`config.mk`:
```
export PLATFORM = sky130hd
export DESIGN_NAME = ddr3_maint_scheduler
export DESIGN_NICKNAME = d
export VERILOG_FILES = /design/src/rtl/ddr3_maint_scheduler_pkg.sv /design/src/rtl/ddr3_refi_timer.sv /design/src/rtl/ddr3_maint_scheduler.sv
export SDC_FILE = /design/constraint.sdc
export NUM_CORES = 1
export LEC_CHECK = 0
export ABC_AREA = 1
export CORE_ASPECT_RATIO = 0.7
export CORE_MARGIN = 2
export CORE_UTILIZATION = 45
export CTS_BUF_LIST = sky130_fd_sc_hd__clkbuf_16
export CTS_CLUSTER_DIAMETER = 50
export DETAILED_ROUTE_END_ITERATION = 8
export PLACE_DENSITY = 0.85
export SYNTH_ARGS = -nofsm -noshare
export SYNTH_HDL_FRONTEND = slang
export SYNTH_SLANG_ARGS = --single-unit
```
`constraint.sdc`:
```
create_clock -name clk -period 4.1 [get_ports clk]
set_input_delay 0.615 -clock clk [delete_from_list [all_inputs] [get_ports clk]]
set_output_delay 0.615 -clock clk [all_outputs]
set_load 0.01 [all_outputs]
```
`src/rtl/ddr3_maint_scheduler_pkg.sv`:
```
// Shared widths, command encodings and bundle type for the DDR3 maintenance
// scheduler and its neighbours in the command path.
package ddr3_maint_scheduler_pkg;

    localparam int BANK_WIDTH       = 3;
    localparam int ROW_WIDTH        = 14;
    localparam int COL_WIDTH        = 10;
    localparam int MAX_POSTPONE_DEF = 8;

    localparam logic [3:0] NOP_ALL  = 4'hF;
    localparam logic [3:0] SLOT0    = 4'b0001;
    localparam logic [3:0] NOP_REST = 4'b1110;

    typedef struct packed {
        logic [3:0]              wr;
        logic [3:0]              rd;
        logic [3:0]              pre;
        logic [3:0]              act;
        logic [3:0]              refr;
        logic [3:0]              zq;
        logic [3:0]              nop;
        logic [3:0]              pall;
        logic [4*BANK_WIDTH-1:0] bank;
        logic [4*ROW_WIDTH-1:0]  row;
        logic [4*COL_WIDTH-1:0]  col;
    } ddr_bundle_t;

    function automatic ddr_bundle_t nop_bundle();
        ddr_bundle_t b;
        b     = '0;
        b.nop = NOP_ALL;
        return b;
    endfunction

endpackage

```
`src/rtl/ddr3_refi_timer.sv`:
```
// Free-running refresh-interval timer; one-cycle tick on each wrap.
module ddr3_refi_timer #(
    parameter int TREFI_CYC = 1950
) (
    input  logic clk,
    input  logic rst,
    input  logic en,
    output logic tick
);

    localparam int CW = (TREFI_CYC > 1) ? $clog2(TREFI_CYC) : 1;

    logic [CW-1:0] cnt_q, cnt_d;
    logic          wrap;

    assign wrap = (cnt_q == CW'(TREFI_CYC - 1));
    assign tick = en & wrap;

    always_comb begin
        cnt_d = cnt_q;
        if (!en) begin
            cnt_d = '0;
        end else if (wrap) begin
            cnt_d = '0;
        end else begin
            cnt_d = cnt_q + CW'(1);
        end
    end

    always_ff @(posedge clk) begin
        if (rst) begin
            cnt_q <= '0;
        end else begin
            cnt_q <= cnt_d;
        end
    end

endmodule

```
`src/rtl/ddr3_maint_scheduler.sv`:
```
// Forwards 4-slot command bundles to ddr3_adapter and interleaves
// PRE-ALL/REF/ZQCS maintenance sequences, tracking postponed refresh debt.
module ddr3_maint_scheduler
    import ddr3_maint_scheduler_pkg::*;
#(
    parameter int TREFI_CYC    = 1950,
    parameter int TRP_CYC      = 4,
    parameter int TRFC_CYC     = 66,
    parameter int TZQCS_CYC    = 16,
    parameter int ZQ_INTERVAL  = 128,
    parameter int MAX_POSTPONE = MAX_POSTPONE_DEF
) (
    input  logic                    clk,
    input  logic                    rst,
    input  logic                    init_calib_complete,
    input  logic                    maint_en,
    input  logic                    req_valid,
    output logic                    req_ready,
    input  logic [3:0]              req_write,
    input  logic [3:0]              req_read,
    input  logic [3:0]              req_pre,
    input  logic [3:0]              req_act,
    input  logic [3:0]              req_ref,
    input  logic [3:0]              req_zq,
    input  logic [3:0]              req_nop,
    input  logic [3:0]              req_pall,
    input  logic [4*BANK_WIDTH-1:0] req_bank,
    input  logic [4*ROW_WIDTH-1:0]  req_row,
    input  logic [4*COL_WIDTH-1:0]  req_col,
    output logic [3:0]              ddr_write,
    output logic [3:0]              ddr_read,
    output logic [3:0]              ddr_pre,
    output logic [3:0]              ddr_act,
    output logic [3:0]              ddr_ref,
    output logic [3:0]              ddr_zq,
    output logic [3:0]              ddr_nop,
    output logic [3:0]              ddr_pall,
    output logic [4*BANK_WIDTH-1:0] ddr_bank,
    output logic [4*ROW_WIDTH-1:0]  ddr_row,
    output logic [4*COL_WIDTH-1:0]  ddr_col,
    output logic                    maint_busy,
    output logic [3:0]              ref_debt,
    output logic                    ref_overflow
);

    typedef enum logic [2:0] {
        S_PASS,
        S_PREA,
        S_WAIT_RP,
        S_REF,
        S_WAIT_RFC,
        S_ZQ,
        S_WAIT_ZQ
    } state_e;

    localparam int WMAX0 = (TRP_CYC > TRFC_CYC) ? TRP_CYC : TRFC_CYC;
    localparam int WMAX  = (WMAX0 > TZQCS_CYC) ? WMAX0 : TZQCS_CYC;
    localparam int WCW   = $clog2(WMAX + 1);
    localparam int ZCW   = (ZQ_INTERVAL > 1) ? $clog2(ZQ_INTERVAL) : 1;

    localparam logic [3:0] MAXP = 4'(MAX_POSTPONE);

    state_e           state_q, state_d;
    logic [WCW-1:0]   wcnt_q, wcnt_d;
    logic [ZCW-1:0]   zq_cnt_q, zq_cnt_d;
    logic [3:0]       debt_q, debt_d;
    logic             ovf_q, ovf_d;
    ddr_bundle_t      out_q, out_d;
    ddr_bundle_t      req_b;
    logic             tick;
    logic             ref_issue;
    logic             start_maint;
    logic             accept;
    logic             wdone;

    ddr3_refi_timer #(
        .TREFI_CYC(TREFI_CYC)
    ) u_refi (
        .clk (clk),
        .rst (rst),
        .en  (init_calib_complete),
        .tick(tick)
    );

    assign req_b = '{wr:   req_write, rd:   req_read,
                     pre:  req_pre,   act:  req_act,
                     refr: req_ref,   zq:   req_zq,
                     nop:  req_nop,   pall: req_pall,
                     bank: req_bank,  row:  req_row,
                     col:  req_col};

    // A forced start wins over a waiting upstream bundle, which stays parked.
    assign start_maint = (state_q == S_PASS) & init_calib_complete & maint_en
                       & (debt_q != 4'd0) & (~req_valid | (debt_q >= MAXP));
    assign req_ready   = (state_q == S_PASS) & init_calib_complete & ~start_maint;
    assign accept      = req_valid & req_ready;
    assign wdone       = (wcnt_q == WCW'(1));

    always_comb begin
        state_d   = state_q;
        wcnt_d    = wcnt_q;
        zq_cnt_d  = zq_cnt_q;
        out_d     = nop_bundle();
        ref_issue = 1'b0;
        unique case (state_q)
            S_PASS: begin
                if (start_maint) begin
                    state_d    = S_PREA;
                    wcnt_d     = WCW'(TRP_CYC);
                    out_d.nop  = NOP_REST;
                    out_d.pall = SLOT0;
                end else if (accept) begin
                    out_d = req_b;
                end
            end
            S_PREA, S_WAIT_RP: begin
                if (wdone) begin
                    state_d    = S_REF;
                    wcnt_d     = WCW'(TRFC_CYC);
                    out_d.nop  = NOP_REST;
                    out_d.refr = SLOT0;
                    ref_issue  = 1'b1;
                end else begin
                    state_d = S_WAIT_RP;
                    wcnt_d  = wcnt_q - WCW'(1);
                end
            end
            S_REF, S_WAIT_RFC: begin
                if (wdone) begin
                    if (zq_cnt_q == ZCW'(ZQ_INTERVAL - 1)) begin
                        state_d   = S_ZQ;
                        wcnt_d    = WCW'(TZQCS_CYC);
                        zq_cnt_d  = '0;
                        out_d.nop = NOP_REST;
                        out_d.zq  = SLOT0;
                    end else begin
                        state_d  = S_PASS;
                        zq_cnt_d = zq_cnt_q + ZCW'(1);
                    end
                end else begin
                    state_d = S_WAIT_RFC;
                    wcnt_d  = wcnt_q - WCW'(1);
                end
            end
            S_ZQ, S_WAIT_ZQ: begin
                if (wdone) begin
                    state_d = S_PASS;
                end else begin
                    state_d = S_WAIT_ZQ;
                    wcnt_d  = wcnt_q - WCW'(1);
                end
            end
            default: state_d = S_PASS;
        endcase
    end

    always_comb begin
        debt_d = debt_q;
        ovf_d  = ovf_q;
        if (tick && !ref_issue) begin
            if (debt_q >= MAXP) begin
                ovf_d = 1'b1;
            end else begin
                debt_d = debt_q + 4'd1;
            end
        end else if (ref_issue && !tick && debt_q != 4'd0) begin
            debt_d = debt_q - 4'd1;
        end
    end

    always_ff @(posedge clk) begin
        if (rst) begin
            state_q  <= S_PASS;
            wcnt_q   <= '0;
            zq_cnt_q <= '0;
            debt_q   <= '0;
            ovf_q    <= 1'b0;
            out_q    <= nop_bundle();
        end else begin
            state_q  <= state_d;
            wcnt_q   <= wcnt_d;
            zq_cnt_q <= zq_cnt_d;
            debt_q   <= debt_d;
            ovf_q    <= ovf_d;
            out_q    <= out_d;
        end
    end

    assign ddr_write    = out_q.wr;
    assign ddr_read     = out_q.rd;
    assign ddr_pre      = out_q.pre;
    assign ddr_act      = out_q.act;
    assign ddr_ref      = out_q.refr;
    assign ddr_zq       = out_q.zq;
    assign ddr_nop      = out_q.nop;
    assign ddr_pall     = out_q.pall;
    assign ddr_bank     = out_q.bank;
    assign ddr_row      = out_q.row;
    assign ddr_col      = out_q.col;
    assign maint_busy   = (state_q != S_PASS);
    assign ref_debt     = debt_q;
    assign ref_overflow = ovf_q;

endmodule

```
==> metrics.txt <==
Synth Register Bits=between 150 and 200; setup bufs post-CTS=0; Residual DRC=0; combinational power share=19.1%; Net Switching=about 1100 µW; Layout Skew=about 0.012 ns; HP Start=zq_cnt_q[6]; synth warn=0; top-area cell type share of the netlist area=about half; global-route wire length before repair=25400 µm; DRT antenna net count=0; share of cells above drive strength 1=15.7%; final worst-path cycle share=64.2%; Mapped Nets=858; Fill cells=about 1100; number of global-route vias before repair=roughly 5000; Post-DP HPWL=between 10000 and 15000 µm; CTS clk-pin slew, worst paths=0.07 ns; # diodes=0; Clock Root Buffer=clkbuf_16; Sw Share=26.8%; CTS tree=yes; Netlist cell types=35; reg2reg start=wcnt_q[1]; maximum number of pins on one net before global-route repair=43; initial antenna violation count=0; GRT Residual Overflow=0; DR pass1 iterations=4; clock tree sinks=roughly 170; critical path peak fanout=3; internal power=about 3100 µW; Sum Neg Setup Slack=0 ns; Synth area leader=dfxtp_1; Post-Syn Area=6770 µm²; Post-Syn Instances=a little over 700; Async SR Flop Fraction=0%; register area share after synthesis=between 50 and 60%; WHS=about 0.46 ns; CTS Buf Count=17; Avg Cell Area, Syn=9.60 µm²; crit end category=output port; number of synthesized flops with an enable pin=0; R2R Setup Slk=1.67 ns; synth cell count leaders=173 x dfxtp_1, 171 x inv_1, 105 x nor2_4; P per Cell Area=416 nW/µm²; GRT Overall Usage=20.8%; crit path kind=in -> out; max_cap viols=0; final hold violations=0; highest clock rate=roughly 380 MHz; Hold/Removal Path Class=reg -> reg; hold path endpoint=zq_cnt_q[6]; relative max-transition margin=58.3%; clock latency on the worst-skew pair=~0.42 ns; gpl congestion=roughly 0.84; worst endpoint required time=3.48 ns; CTS resizes=0; hold path depth=2; RSZ-0062 raised after global routing=false; CTS max path bufs=2; die area=16000 µm²; sequential share of power=42.4%; Critical Path AT=2.02 ns; # H-tree levels=4; Worst R2R Path Depth=16; Setup-failing EPs final=0; number of port buffers=291; Leak=0.00435 µW; Worst Max-Slew Pin Slew=0.625 ns; max-slew violations=0; total core area=14700 µm²; IO Pins=roughly 290; Initial DRC Count=about 240; ys flop type=dfxtp_1; Starting Density=46.1%; Peak supply drop=0.254 mV; outcome=finished, final reports clean; top-count cell post-synth=dfxtp_1; clock power share=38.5%; minimum clock period=2.63 ns; DIE WIDTH=approximately 150 µm; via count=a little over 5000; Die H=107 µm; drt total wl=~17000 µm; r2r endpoint=ref_debt[3]; Net count, final=1153; Rows=37; Vias per Instance=about 4.3; startpoint type of the worst setup path=primary input; Wirelength per Cell=13.8 µm; CTS Hold Bufs=0; largest cells by area after synthesis=dfxtp_1 51%, nor2_4 17%, inv_1 9.5%, nor2_1 4.4%, buf_12 3.3%; P&R area growth vs syn=52.5%
## power by group through the flow
stage               Clock [µW]  Sequential [µW]  Combinational (µW)
CTS                       1690             1820                 825
global route              1770             1830                 896
global placement             0             1850                 804
finish                    1650             1820                 821
floorplan                    0             1890                 463
detailed placement           0             1860                 821
## worst max-delay path by stage
stage | start | slack (ns) | to
after global placement | rst | 1.29 | ddr_row[28]
final | req_valid | 1.47 | req_ready
after global routing | req_valid | 1.41 | req_ready
after floorplan | u_refi.cnt_q[0] | 2.04 | ref_debt[3]
after detailed placement | rst | 1.23 | ddr_write[0]
after CTS | req_valid | 1.48 | req_ready
## critical path, cell delays in order
cell and delay [ns]:
clkdlybuf4s50_1 0.50, a21oi_1 0.08, nand2_1 0.13, nor2_4 0.06, nor2_4 0.09, clkdlybuf4s50_1 0.54
## metal layers
layer	share of wire (%)	up-vias	GRT usage [%]
li1	-	2631	-
met1	39	2329	23.4
met2	50	191	35.2
met3	8.0	32	8.17
met4	3.5	0	8.29
met5	0	-	0
## layout make-up
cell class                 instances  area [µm²]  area share [%]
sequential                       173        3460            33.6
timing repair buffer             294        2960            28.7
multi-input combinational        338        2370            23.0
inverter                         176         666            6.45
clock buffer                      17         425            4.12
tap                              195         244            2.37
clock inverter                    14         185            1.80
## metrics by stage
stage	cell area (µm²)	util, %	power (µW)	setup WS [ns]	cells
global route	10300	70.3	4500	1.41	1207
detailed placement	9710	66.1	2680	1.23	1176
global placement	9710	66.1	2660	1.29	1176
finish	10300	70.3	4300	1.47	1207
floorplan	6770	-	2350	2.04	705
CTS	10300	70.3	4340	1.48	1207
## flip-flops by register name, summed over array words and instances (netlist names), 7 cells and up
signal        flops
ddr_row          56
ddr_col          40
ddr_bank         12
u_refi.cnt_q     11
wcnt_q            7
zq_cnt_q          7
## kinds of logic after synthesis
| family | synth area share (%) |
|---|---|
| simple gates | 28.6 |
| fa+ha+maj | 1.59 |
| xor+xnor | 0.906 |
| buf+inv | 13.9 |
| compound gates | 3.87 |
| flops | 51.2 |
## placed cells by master (no fill, tap or decap), types with 2 or more instances in the layout
master           instances
clkdlybuf4s50_1        291
clkinvlp_4               3
xor2_1                   3
clkbuf_16               17
nor3_1                   8
inv_1                  172
o21bai_1                 3
nor2_4                 105
or2_2                    2
o21ai_0                 15
dfxtp_1                173
o21ai_1                  2
buf_12                   2
inv_6                    5
nand2_2                  5
nand2_1                 48
or2_1                    3
nand4_1                  3
nand3_1                 12
bufinv_16                3
a31oi_1                  2
nor2_1                  79
xnor2_1                  4
inv_2                    4
clkinv_4                 2
nand2_4                  4
a21oi_1                 22
nor2_2                   2
ha_1                     7
Power figures use the tool's default switching activity.
